## src/rtl/CoreMod_IoArb_pkg.sv

```systemverilog
// CoreMod_IoArb_pkg: shared state, payload and helper definitions for the IO bus arbiter.
package CoreMod_IoArb_pkg;

  // Payload storage is sized for the core's data bus (DCache/MMU port).
  localparam int IO_ADDR_W = 40;
  localparam int IO_DATA_W = 64;

  localparam logic [1:0] IO_SIZE_B = 2'd0;
  localparam logic [1:0] IO_SIZE_H = 2'd1;
  localparam logic [1:0] IO_SIZE_W = 2'd2;
  localparam logic [1:0] IO_SIZE_D = 2'd3;

  typedef enum logic [1:0] {
    IDLE,
    ISSUE,
    WAIT
  } io_arb_state_t;

  typedef struct packed {
    logic                 wr;
    logic [1:0]           size;
    logic [IO_ADDR_W-1:0] addr;
    logic [IO_DATA_W-1:0] wdata;
  } io_req_t;

  function automatic int rrNext(int idx, int n);
    return (idx + 1 >= n) ? 0 : idx + 1;
  endfunction

endpackage

```

## src/rtl/io_arb_rr_picker.sv

```systemverilog
// io_arb_rr_picker: urgent-first picker; ties go to the first index at or after ptr, wrapping.
module io_arb_rr_picker #(
  parameter int N = 2,
  parameter int IW = (N > 1) ? $clog2(N) : 1
) (
  input  logic [N-1:0]  cand,
  input  logic [N-1:0]  urgent,
  input  logic [IW-1:0] ptr,
  output logic [N-1:0]  onehot,
  output logic [IW-1:0] index,
  output logic          anyCand
);

  logic [N-1:0]  pool;
  logic [IW-1:0] hiIdx;
  logic [IW-1:0] loIdx;
  logic          hiHit;

  assign pool    = |(cand & urgent) ? (cand & urgent) : cand;
  assign anyCand = |pool;

  // Scan downwards so the last hit is the lowest index overall (loIdx) and at/after ptr (hiIdx).
  always_comb begin
    hiHit = 1'b0;
    hiIdx = '0;
    loIdx = '0;
    for (int i = N - 1; i >= 0; i--) begin
      if (pool[i]) loIdx = IW'(i);
      if (pool[i] && IW'(i) >= ptr) begin
        hiHit = 1'b1;
        hiIdx = IW'(i);
      end
    end
    index  = hiHit ? hiIdx : loIdx;
    onehot = anyCand ? (N'(1) << index) : '0;
  end

endmodule

```

## src/rtl/io_bus_arbiter.sv

```systemverilog
// io_bus_arbiter: shares the core's single data IO bus between NUM_REQ requesters,
// urgent-first round-robin, with locked sequences, per-requester flush and a watchdog.
module io_bus_arbiter
  import CoreMod_IoArb_pkg::*;
#(
  parameter int NUM_REQ = 2,
  parameter int ADDR_W  = 40,
  parameter int DATA_W  = 64,
  parameter int TIMEOUT = 255
) (
  input  logic                         clk,
  input  logic                         rst,
  input  logic [NUM_REQ-1:0]           req_valid,
  input  logic [NUM_REQ-1:0]           req_urgent,
  input  logic [NUM_REQ-1:0]           req_lock,
  input  logic [NUM_REQ-1:0]           req_wr,
  input  logic [NUM_REQ*2-1:0]         req_size,
  input  logic [NUM_REQ*ADDR_W-1:0]    req_addr,
  input  logic [NUM_REQ*DATA_W-1:0]    req_wdata,
  output logic [NUM_REQ-1:0]           req_ready,
  input  logic [NUM_REQ-1:0]           flush,
  output logic [NUM_REQ-1:0]           rsp_valid,
  output logic [DATA_W-1:0]            rsp_rdata,
  output logic                         rsp_err,
  output logic                         bus_valid,
  input  logic                         bus_ready,
  output logic                         bus_wr,
  output logic [1:0]                   bus_size,
  output logic [ADDR_W-1:0]            bus_addr,
  output logic [DATA_W-1:0]            bus_wdata,
  input  logic                         bus_rsp_valid,
  input  logic [DATA_W-1:0]            bus_rdata,
  input  logic                         bus_err,
  output logic                         bus_abort,
  output logic [$clog2(NUM_REQ)-1:0]   owner,
  output logic                         busy
);

  localparam int IW = $clog2(NUM_REQ);

  io_arb_state_t      state;
  io_arb_state_t      nextState;
  io_req_t            payload;
  logic [IW-1:0]      ownerQ;
  logic [IW-1:0]      rrPtr;
  logic [IW-1:0]      winIdx;
  logic [NUM_REQ-1:0] cand;
  logic [NUM_REQ-1:0] winOh;
  logic [NUM_REQ-1:0] ownerOh;
  logic               anyCand;
  logic               lockValid;
  logic               lockPending;
  logic               flushed;
  logic [15:0]        wdCnt;
  logic [DATA_W-1:0]  rspRdataQ;
  logic               rspErrQ;
  logic               accept;
  logic               ownerFlush;
  logic               issueFlush;
  logic               rspDone;
  logic               timeout;
  logic               rspFire;

  assign ownerOh    = NUM_REQ'(1) << ownerQ;
  assign ownerFlush = flush[ownerQ];
  assign cand       = req_valid & ~flush & (lockValid ? ownerOh : '1);

  io_arb_rr_picker #(
    .N (NUM_REQ),
    .IW(IW)
  ) picker (
    .cand   (cand),
    .urgent (req_urgent),
    .ptr    (rrPtr),
    .onehot (winOh),
    .index  (winIdx),
    .anyCand(anyCand)
  );

  assign accept     = (state == IDLE) && anyCand;
  assign issueFlush = (state == ISSUE) && ownerFlush;
  assign rspDone    = (state == WAIT) && bus_rsp_valid;
  // A completion or an ISSUE-time flush on the last watchdog cycle wins over the abort.
  assign timeout    = (state != IDLE) && (wdCnt == 16'(TIMEOUT - 1)) && !rspDone && !issueFlush;
  assign rspFire    = (rspDone || timeout) && !(flushed || ownerFlush);

  always_ff @(posedge clk or negedge rst)
    if (!rst) state <= IDLE;
    else state <= nextState;

  always_comb begin
    nextState = state;
    case (state)
      IDLE:    nextState = anyCand ? ISSUE : IDLE;
      ISSUE:   nextState = (issueFlush || timeout) ? IDLE : (bus_ready ? WAIT : ISSUE);
      WAIT:    nextState = (rspDone || timeout) ? IDLE : WAIT;
      default: nextState = IDLE;
    endcase
  end

  always_comb begin
    req_ready = (state == IDLE) ? winOh : '0;
    bus_valid = (state == ISSUE) && !issueFlush;
    bus_abort = timeout;
    rsp_valid = rspFire ? ownerOh : '0;
    rsp_rdata = (rspFire && rspDone) ? bus_rdata : rspRdataQ;
    rsp_err   = rspFire ? (rspDone ? bus_err : 1'b1) : rspErrQ;
    busy      = state != IDLE;
  end

  assign bus_wr    = payload.wr;
  assign bus_size  = payload.size;
  assign bus_addr  = ADDR_W'(payload.addr);
  assign bus_wdata = DATA_W'(payload.wdata);
  assign owner     = ownerQ;

  always_ff @(posedge clk or negedge rst)
    if (!rst) begin
      payload     <= '0;
      ownerQ      <= '0;
      rrPtr       <= '0;
      lockValid   <= 1'b0;
      lockPending <= 1'b0;
      flushed     <= 1'b0;
      wdCnt       <= '0;
      rspRdataQ   <= '0;
      rspErrQ     <= 1'b0;
    end else begin
      if (accept) begin
        payload.wr    <= req_wr[winIdx];
        payload.size  <= req_size[winIdx*2 +: 2];
        payload.addr  <= IO_ADDR_W'(req_addr[winIdx*ADDR_W +: ADDR_W]);
        payload.wdata <= IO_DATA_W'(req_wdata[winIdx*DATA_W +: DATA_W]);
        ownerQ        <= winIdx;
        rrPtr         <= IW'(rrNext(int'(winIdx), NUM_REQ));
        lockPending   <= req_lock[winIdx];
        flushed       <= 1'b0;
        wdCnt         <= '0;
      end else if (state != IDLE) wdCnt <= wdCnt + 16'd1;
      if (state == WAIT && ownerFlush) flushed <= 1'b1;
      if (rspFire) begin
        rspRdataQ <= rsp_rdata;
        rspErrQ   <= rsp_err;
      end
      // A flush by the lock holder while idle also drops its lock.
      if (issueFlush || timeout || (state == IDLE && lockValid && ownerFlush)) lockValid <= 1'b0;
      else if (rspDone) lockValid <= lockPending && !bus_err && !(flushed || ownerFlush);
    end

endmodule

```

## config.mk

```make
export PLATFORM = sky130hd
export DESIGN_NAME = io_bus_arbiter
export DESIGN_NICKNAME = d
export VERILOG_FILES = /design/src/rtl/CoreMod_IoArb_pkg.sv /design/src/rtl/io_arb_rr_picker.sv /design/src/rtl/io_bus_arbiter.sv
export SDC_FILE = /design/constraint.sdc
export NUM_CORES = 1
export LEC_CHECK = 0
export ABC_AREA = 1
export CAP_MARGIN = 30
export CORE_ASPECT_RATIO = 0.75
export CORE_MARGIN = 10
export CORE_UTILIZATION = 39
export CTS_BUF_LIST = sky130_fd_sc_hd__clkbuf_8
export CTS_CLUSTER_SIZE = 10
export DETAILED_ROUTE_END_ITERATION = 12
export PLACE_DENSITY = 0.78
export RECOVER_POWER = 50
export SYNTH_ARGS = -nofsm -noshare
export SYNTH_HDL_FRONTEND = slang
export SYNTH_HIERARCHICAL = 1
export SYNTH_SLANG_ARGS = --single-unit
```

## constraint.sdc

```tcl
create_clock -name clk -period 4.8 [get_ports clk]
set_input_delay 0.96 -clock clk [delete_from_list [all_inputs] [get_ports clk]]
set_output_delay 0.96 -clock clk [all_outputs]
set_load 0.1 [all_outputs]
```

==> flow_metrics.py, run 1 <==
metrics = {
    "floorplanning": {
        "start_util_pct": 39.9,
        "die_x_um": 202,
        "ios": 471,
        "die_h_um": 156,
        "rows": 49,
        "core_area_um2": 24200,
        "die_area_um2": 31600,
    },
    "timing": {
        "hold_viol": 0,
        "fmax_mhz": 249,
        "finalMaxSlewViolations": 228,
        "clock_skew_ns": 0.0211,
        "rsz0062_at_grt": "no",
        "slew_headroom_pct": -85.6,
        "setup_viol": 0,
        "min_period_ns": 4.02,
        "fin_tns_setup_ns": 0,
        "layout_worst_path_cycle_share_pct": 83.8,
        "setup_slack_ns": 0.777,
        "tightestPinTransition_ns": 2.78,
    },
    "clock_tree": {
        "cts_inserted_buffers": 17,
        "tritoncts": "built",
        "cts_sinks": 195,
        "clk_latency_ns": 0.46,
        "cts_hold_buf": 0,
        "cts.clk_slew.worst_paths_ns": 0.11,
        "clk_path_buf_depth": 2,
        "cts_resized": 0,
        "root_buffer": "clkbuf_8",
        "htree_num_levels": 4,
        "post-cts-setup-buffers": 0,
    },
    "worst_setup_path": {
        "max_stage_delay_ns": 0.58,
        "cp.required_ns": 3.84,
        "cp_slowest_cell": "buf_4",
        "crit_buf_inv": 3,
        "crit_family": "buffers and inverters",
        "cp-end-kind": "primary output",
        "path_cells": "dlygate4sd3_1, nand3_1, nor2_1, buf_4, nand2_1, nand2_1, buf_12",
        "cp-start-kind": "input port",
        "cp_common_cell": "nand2_1",
        "critPathMaxFanout": 65,
        "arrival_ns": 3.06,
        "setup.worst_path.class": "input port to primary output",
    },
    "yosys": {
        "syn-num-nets": 1423,
        "synth_seq_area_share_pct": 50.5,
        "synth_seq_cells": 195,
        "netlist_instances": 1130,
        "synth.distinct_cells": 25,
        "avgSynthCellArea_um2": 8.56,
        "yosysWarnings": 6,
        "synth.cell_area_um2": 9670,
    },
    "final_layout": {
        "layout_common_cells": "nand2_1 (424), clkdlybuf4s50_1 (387), dfrtp_1 (195)",
        "instances_no_fill": 1947,
        "area_growth_pct": 67.7,
        "fillers": 1874,
        "fin_util_pct": 67.0,
        "final_common_cell": "nand2_1",
        "fin_nets": 1888,
        "drive_gt1_share_pct": 15.0,
    },
    "drt": {
        "vias_per_cell": 4.98,
        "drt.antenna.violating_nets": 0,
        "num_vias": 9697,
        "wire_per_inst_um": 20.8,
        "drt_wl_total_um": 40400,
        "drc_errors": 0,
        "drt_iter0_markers": 603,
        "firstDrtPassIters": 5,
    },
    "power": {
        "p_per_area_nw_per_um2": 864,
        "leakagePower_nw": 7.95,
        "ir_worst_vdd_mv": 0.663,
    },
    "global_routing": {
        "grt_max_degree": 111,
        "grt_first_pass_wirelength_um": 59700,
        "grt-ovfl-total": 0,
        "grtUsageTotal_pct": 24.4,
        "grt_pass1_vias": 10000,
        "antenna_found_initial": 10,
    },
    "placed_design": {
        "port-buffer-count": 470,
        "place_hpwl_um": 31400,
        "place_worst_setup_slack_ns": 0.897,
        "dp.cells": 1902,
        "globalplace.congestion": 0.859,
    },
    "job": {
        "cap_violations": 4,
    },
    "worst_hold_path": {
        "hold_path.class": "input port to asynchronous set/reset pin",
    },
    "outcome": {
        "status": "finished, violations left",
        "failed_checks": "max-capacitance violations, max-slew violations",
    },
}
==> power by group <==
part / internal, mW / switching [mW]
clock network: 0.454 / 0.679
logic: 2.98 / 7.20
registers: 2.34 / 0.362
total: 5.77 / 8.24
==> cells in the mapped netlist <==
master,instances,share of area [%]
dfrtp_1,195,50
nor2_2,1,0.065
o21a_1,1,0.078
buf_1,4,0.16
o21ai_1,1,0.052
a22oi_1,1,0.078
nand2_1,424,16
or2_1,1,0.065
clkbuf_1,29,1.1
inv_1,139,5.4
o21ai_0,11,0.57
a21oi_1,13,0.67
nor2_4,1,0.12
nor3_2,1,0.10
buf_2,12,0.62
nor3_1,5,0.26
o211ai_2,100,13
o211ai_1,8,0.62
inv_2,2,0.078
buf_6,11,1.3
nand4_1,6,0.39
nor2_1,29,1.1
nand3_1,127,6.6
ha_1,2,0.26
buf_4,6,0.47
==> cell type report <==
cell class	count	area [µm²]	area share [%]
sequential	195	4880	30.1
inverter	141	531	3.27
antenna	8	20.0	0.123
clock inverter	14	166	1.03
multi-input combinational	732	3900	24.1
tap	331	414	2.55
clock buffer	18	248	1.53
timing repair buffer	508	6050	37.3
==> path summary, 6_finish.rpt <==
check	slack, ns	to	startpoint	cells after the start
max	0.78	rsp_rdata[63]	bus_rsp_valid	7
min	0.33	rspRdataQ[8]$_DFFE_PN0P_	rst	1
max reg2reg	1.40	bus_addr[21]$_DFFE_PN0P_	owner$_DFFE_PN0P_	11
min reg2reg	0.47	rspRdataQ[57]$_DFFE_PN0P_	rspRdataQ[57]$_DFFE_PN0P_	2
max in group asynchronous	1.21	bus_wdata[24]$_DFFE_PN0P_	rst	3
min in group clk	0.47	rspRdataQ[57]$_DFFE_PN0P_	rspRdataQ[57]$_DFFE_PN0P_	2
==> routing by layer <==
metal  global-route usage, %  routed length (µm)  vias up
met5                       0                  27        -
met4                    9.50                 958        4
met3                    9.76                3650       59
met2                    43.1               20900      367
met1                    25.6               14900     4714
li1                        -                   -     4553
==> sequential cells by signal, indices dropped and copies added (netlist names) <==
register and flops:
bus_size 2, bus_addr 40, state 2, rspErrQ 1
owner 1, rrPtr 1, rspRdataQ 64, wdCnt 16
bus_wdata 64, lockPending 1, flushed 1, bus_wr 1
lockValid 1
==> cell families (layout without fill, tap and decap cells) <==
family / Yosys count / after routing / synth area share (%)
and+or+nand+nor: 595 / 595 / 25.2
buffers and inverters: 203 / 681 / 9.12
DFF: 195 / 195 / 50.5
AOI/OAI and AO/OA: 135 / 135 / 15.0
adders and majority gates: 2 / 2 / 0.259
other: 0 / 8 / 0
==> worst reg2reg max path, stage by stage, from the launching register on <==
cell,delay [ns]
dfrtp_1,0.47
inv_1,0.12
nand2_1,0.05
nand2_1,0.05
nor2_1,0.08
inv_1,0.14
nand2_1,0.09
nand2_1,0.17
clkinvlp_2,1.16
buf_4,0.69
nand3_1,0.15
o211ai_2,0.10
==> through the flow <==
step	area (µm²)	hold WS [ns]	total power [mW]
floorplan	9670	0.437	9.37
global placement	15300	0.448	12.3
detailed placement	15700	0.454	12.8
CTS	16100	0.479	14.0
global route	16200	0.308	14.5
finish	16200	0.328	14.0
(Power assumes the default switching activity.)
==> run 2: changes to the inputs <==
==> constraint.sdc (replaced) <==
create_clock -name clk -period 3.9 [get_ports clk]
set_input_delay 0.78 -clock clk [delete_from_list [all_inputs] [get_ports clk]]
set_output_delay 0.78 -clock clk [all_outputs]
set_load 0.1 [all_outputs]
==> flow_metrics.py, run 2 (same netlist as run 1, synthesis figures left out) <==
metrics = {
    "outcome": {
        "status": "finished, violations left",
        "failed_checks": "max-capacitance violations, max-slew violations",
    },
    "placed_design": {
        "dp.cells": 1911,
        "port-buffer-count": 470,
        "place_hpwl_um": 31700,
        "globalplace.congestion": 0.874,
    },
    "worst_setup_path": {
        "rr_worst_depth": 10,
        "arrival_ns": 2.68,
        "max_stage_delay_ns": 0.53,
        "r2r-start": "owner$_DFFE_PN0P_",
        "critPathMaxFanout": 40,
        "cp_slowest_cell": "dlygate4sd3_1",
        "cp-end-kind": "primary output",
        "crit_family": "buffers and inverters",
        "cp_num_cells": 8,
        "crit_buf_inv": 4,
        "cp-start-kind": "input port",
        "setup.worst_path.class": "input port to primary output",
        "cp.required_ns": 3.12,
        "path_cells": "dlygate4sd3_1, nand3_1, nor2_1, inv_2, buf_12, nand2_1, nand2_1, buf_12",
        "rrSetupSlack_ns": 0.75,
        "r2r-end": "bus_wdata[61]$_DFFE_PN0P_",
    },
    "timing": {
        "setup_viol": 0,
        "clock_skew_ns": 0.0236,
        "finalMaxSlewViolations": 95,
        "slew_headroom_pct": -65.7,
        "hold_viol": 0,
        "fmax_mhz": 289,
        "layout_worst_path_cycle_share_pct": 88.7,
        "fin_tns_setup_ns": 0,
        "min_period_ns": 3.46,
        "rsz0062_at_grt": "no",
        "tightestPinTransition_ns": 2.49,
    },
    "global_routing": {
        "grt-ovfl-total": 0,
        "grtUsageTotal_pct": 25.0,
        "antenna_found_initial": 10,
        "grt_max_degree": 109,
        "grt_first_pass_wirelength_um": 61500,
        "grt_pass1_vias": 10200,
    },
    "final_layout": {
        "instances_no_fill": 1956,
        "fin_nets": 1897,
        "final_common_cell": "nand2_1",
        "layout_common_cells": "nand2_1 (424), clkdlybuf4s50_1 (394), dfrtp_1 (195)",
        "area_growth_pct": 72.0,
        "drive_gt1_share_pct": 15.5,
        "regArea_um2": 4880,
        "multi_input_area_um2": 3890,
        "fillers": 1801,
        "fin_util_pct": 68.7,
    },
    "drt": {
        "wire_per_inst_um": 20.9,
        "num_vias": 9718,
        "vias_per_cell": 4.97,
        "drt_wl_total_um": 40800,
        "drt_iter0_markers": 531,
        "drt.antenna.violating_nets": 0,
        "drc_errors": 0,
        "firstDrtPassIters": 5,
    },
    "clock_tree": {
        "clk_path_buf_depth": 2,
        "root_buffer": "clkbuf_8",
        "clk_latency_ns": 0.47,
        "tritoncts": "built",
        "post-cts-setup-buffers": 0,
        "htree_num_levels": 4,
        "cts_inserted_buffers": 17,
        "cts_sinks": 195,
        "cts_hold_buf": 0,
        "cts_resized": 0,
        "cts.clk_slew.worst_paths_ns": 0.09,
    },
    "worst_hold_path": {
        "hold_path.class": "register to register",
        "min_from": "rspRdataQ[3]$_DFFE_PN0P_",
        "holdPathEnd": "rspRdataQ[3]$_DFFE_PN0P_",
        "holdPathStages": 2,
    },
    "power": {
        "ir_worst_vdd_mv": 0.916,
        "p_total_mw": 17.7,
        "p_per_area_nw_per_um2": 1060,
        "leakagePower_nw": 8.09,
    },
    "floorplanning": {
        "core_area_um2": 24200,
        "rows": 49,
        "die_h_um": 156,
        "ios": 471,
        "die_x_um": 202,
        "die_area_um2": 31600,
        "start_util_pct": 39.9,
    },
    "job": {
        "cap_violations": 1,
    },
}
==> run 2: worst max path at each step <==
stage	end	slack [ns]	startpoint
2_1_floorplan	bus_abort	0.01	state[1]$_DFF_PN0_
3_3_place_gp	rsp_rdata[53]	0.67	flush[1]
5_1_grt	rsp_rdata[40]	0.34	bus_rsp_valid
4_1_cts	rsp_rdata[37]	0.60	flush[0]
3_5_place_dp	rsp_rdata[37]	0.61	flush[0]
6_report	rsp_rdata[37]	0.44	bus_rsp_valid
==> run 2: stage by stage <==
step / hold WS (ns) / worst slack, ns / area [µm²]
global placement: 0.448 / 0.675 / 15300
CTS: 0.374 / 0.602 / 16600
floorplan: 0.437 / 0.0130 / 9680
finish: 0.476 / 0.441 / 16600
global route: 0.498 / 0.338 / 16600
detailed placement: 0.454 / 0.606 / 16200
==> run 2: final cells by class <==
| cell class | instances | share of cell area [%] |
|---|---|---|
| well taps | 331 | 2.49 |
| flip-flops and latches | 195 | 29.3 |
| clock inverters | 12 | 0.707 |
| multi-input cells | 732 | 23.4 |
| diodes | 9 | 0.135 |
| inverters | 141 | 3.19 |
| repair buffers | 517 | 39.2 |
| clock buffers | 19 | 1.57 |
==> run 2: routing by layer <==
metal  global-route usage (%)  share of wire (%)
met2                     43.1                 50
met3                     9.51                8.7
met5                        0              0.056
met1                     28.3                 38
met4                     7.39                2.6
==> run 2: tightest hold or removal path, stage by stage, from the launching register on <==
cell,delay [ns]
dfrtp_1,0.33
nand2_1,0.06
nand2_1,0.06
==> run 2: power breakdown <==
part | internal, mW | leakage, nW | switching (mW) | total [mW]
sequential | 2.87 | 2.46 | 0.461 | 3.34
combinational | 4.06 | 5.44 | 8.96 | 13.0
clock | 0.499 | 0.188 | 0.817 | 1.32
total | 7.43 | 8.09 | 10.2 | 17.7
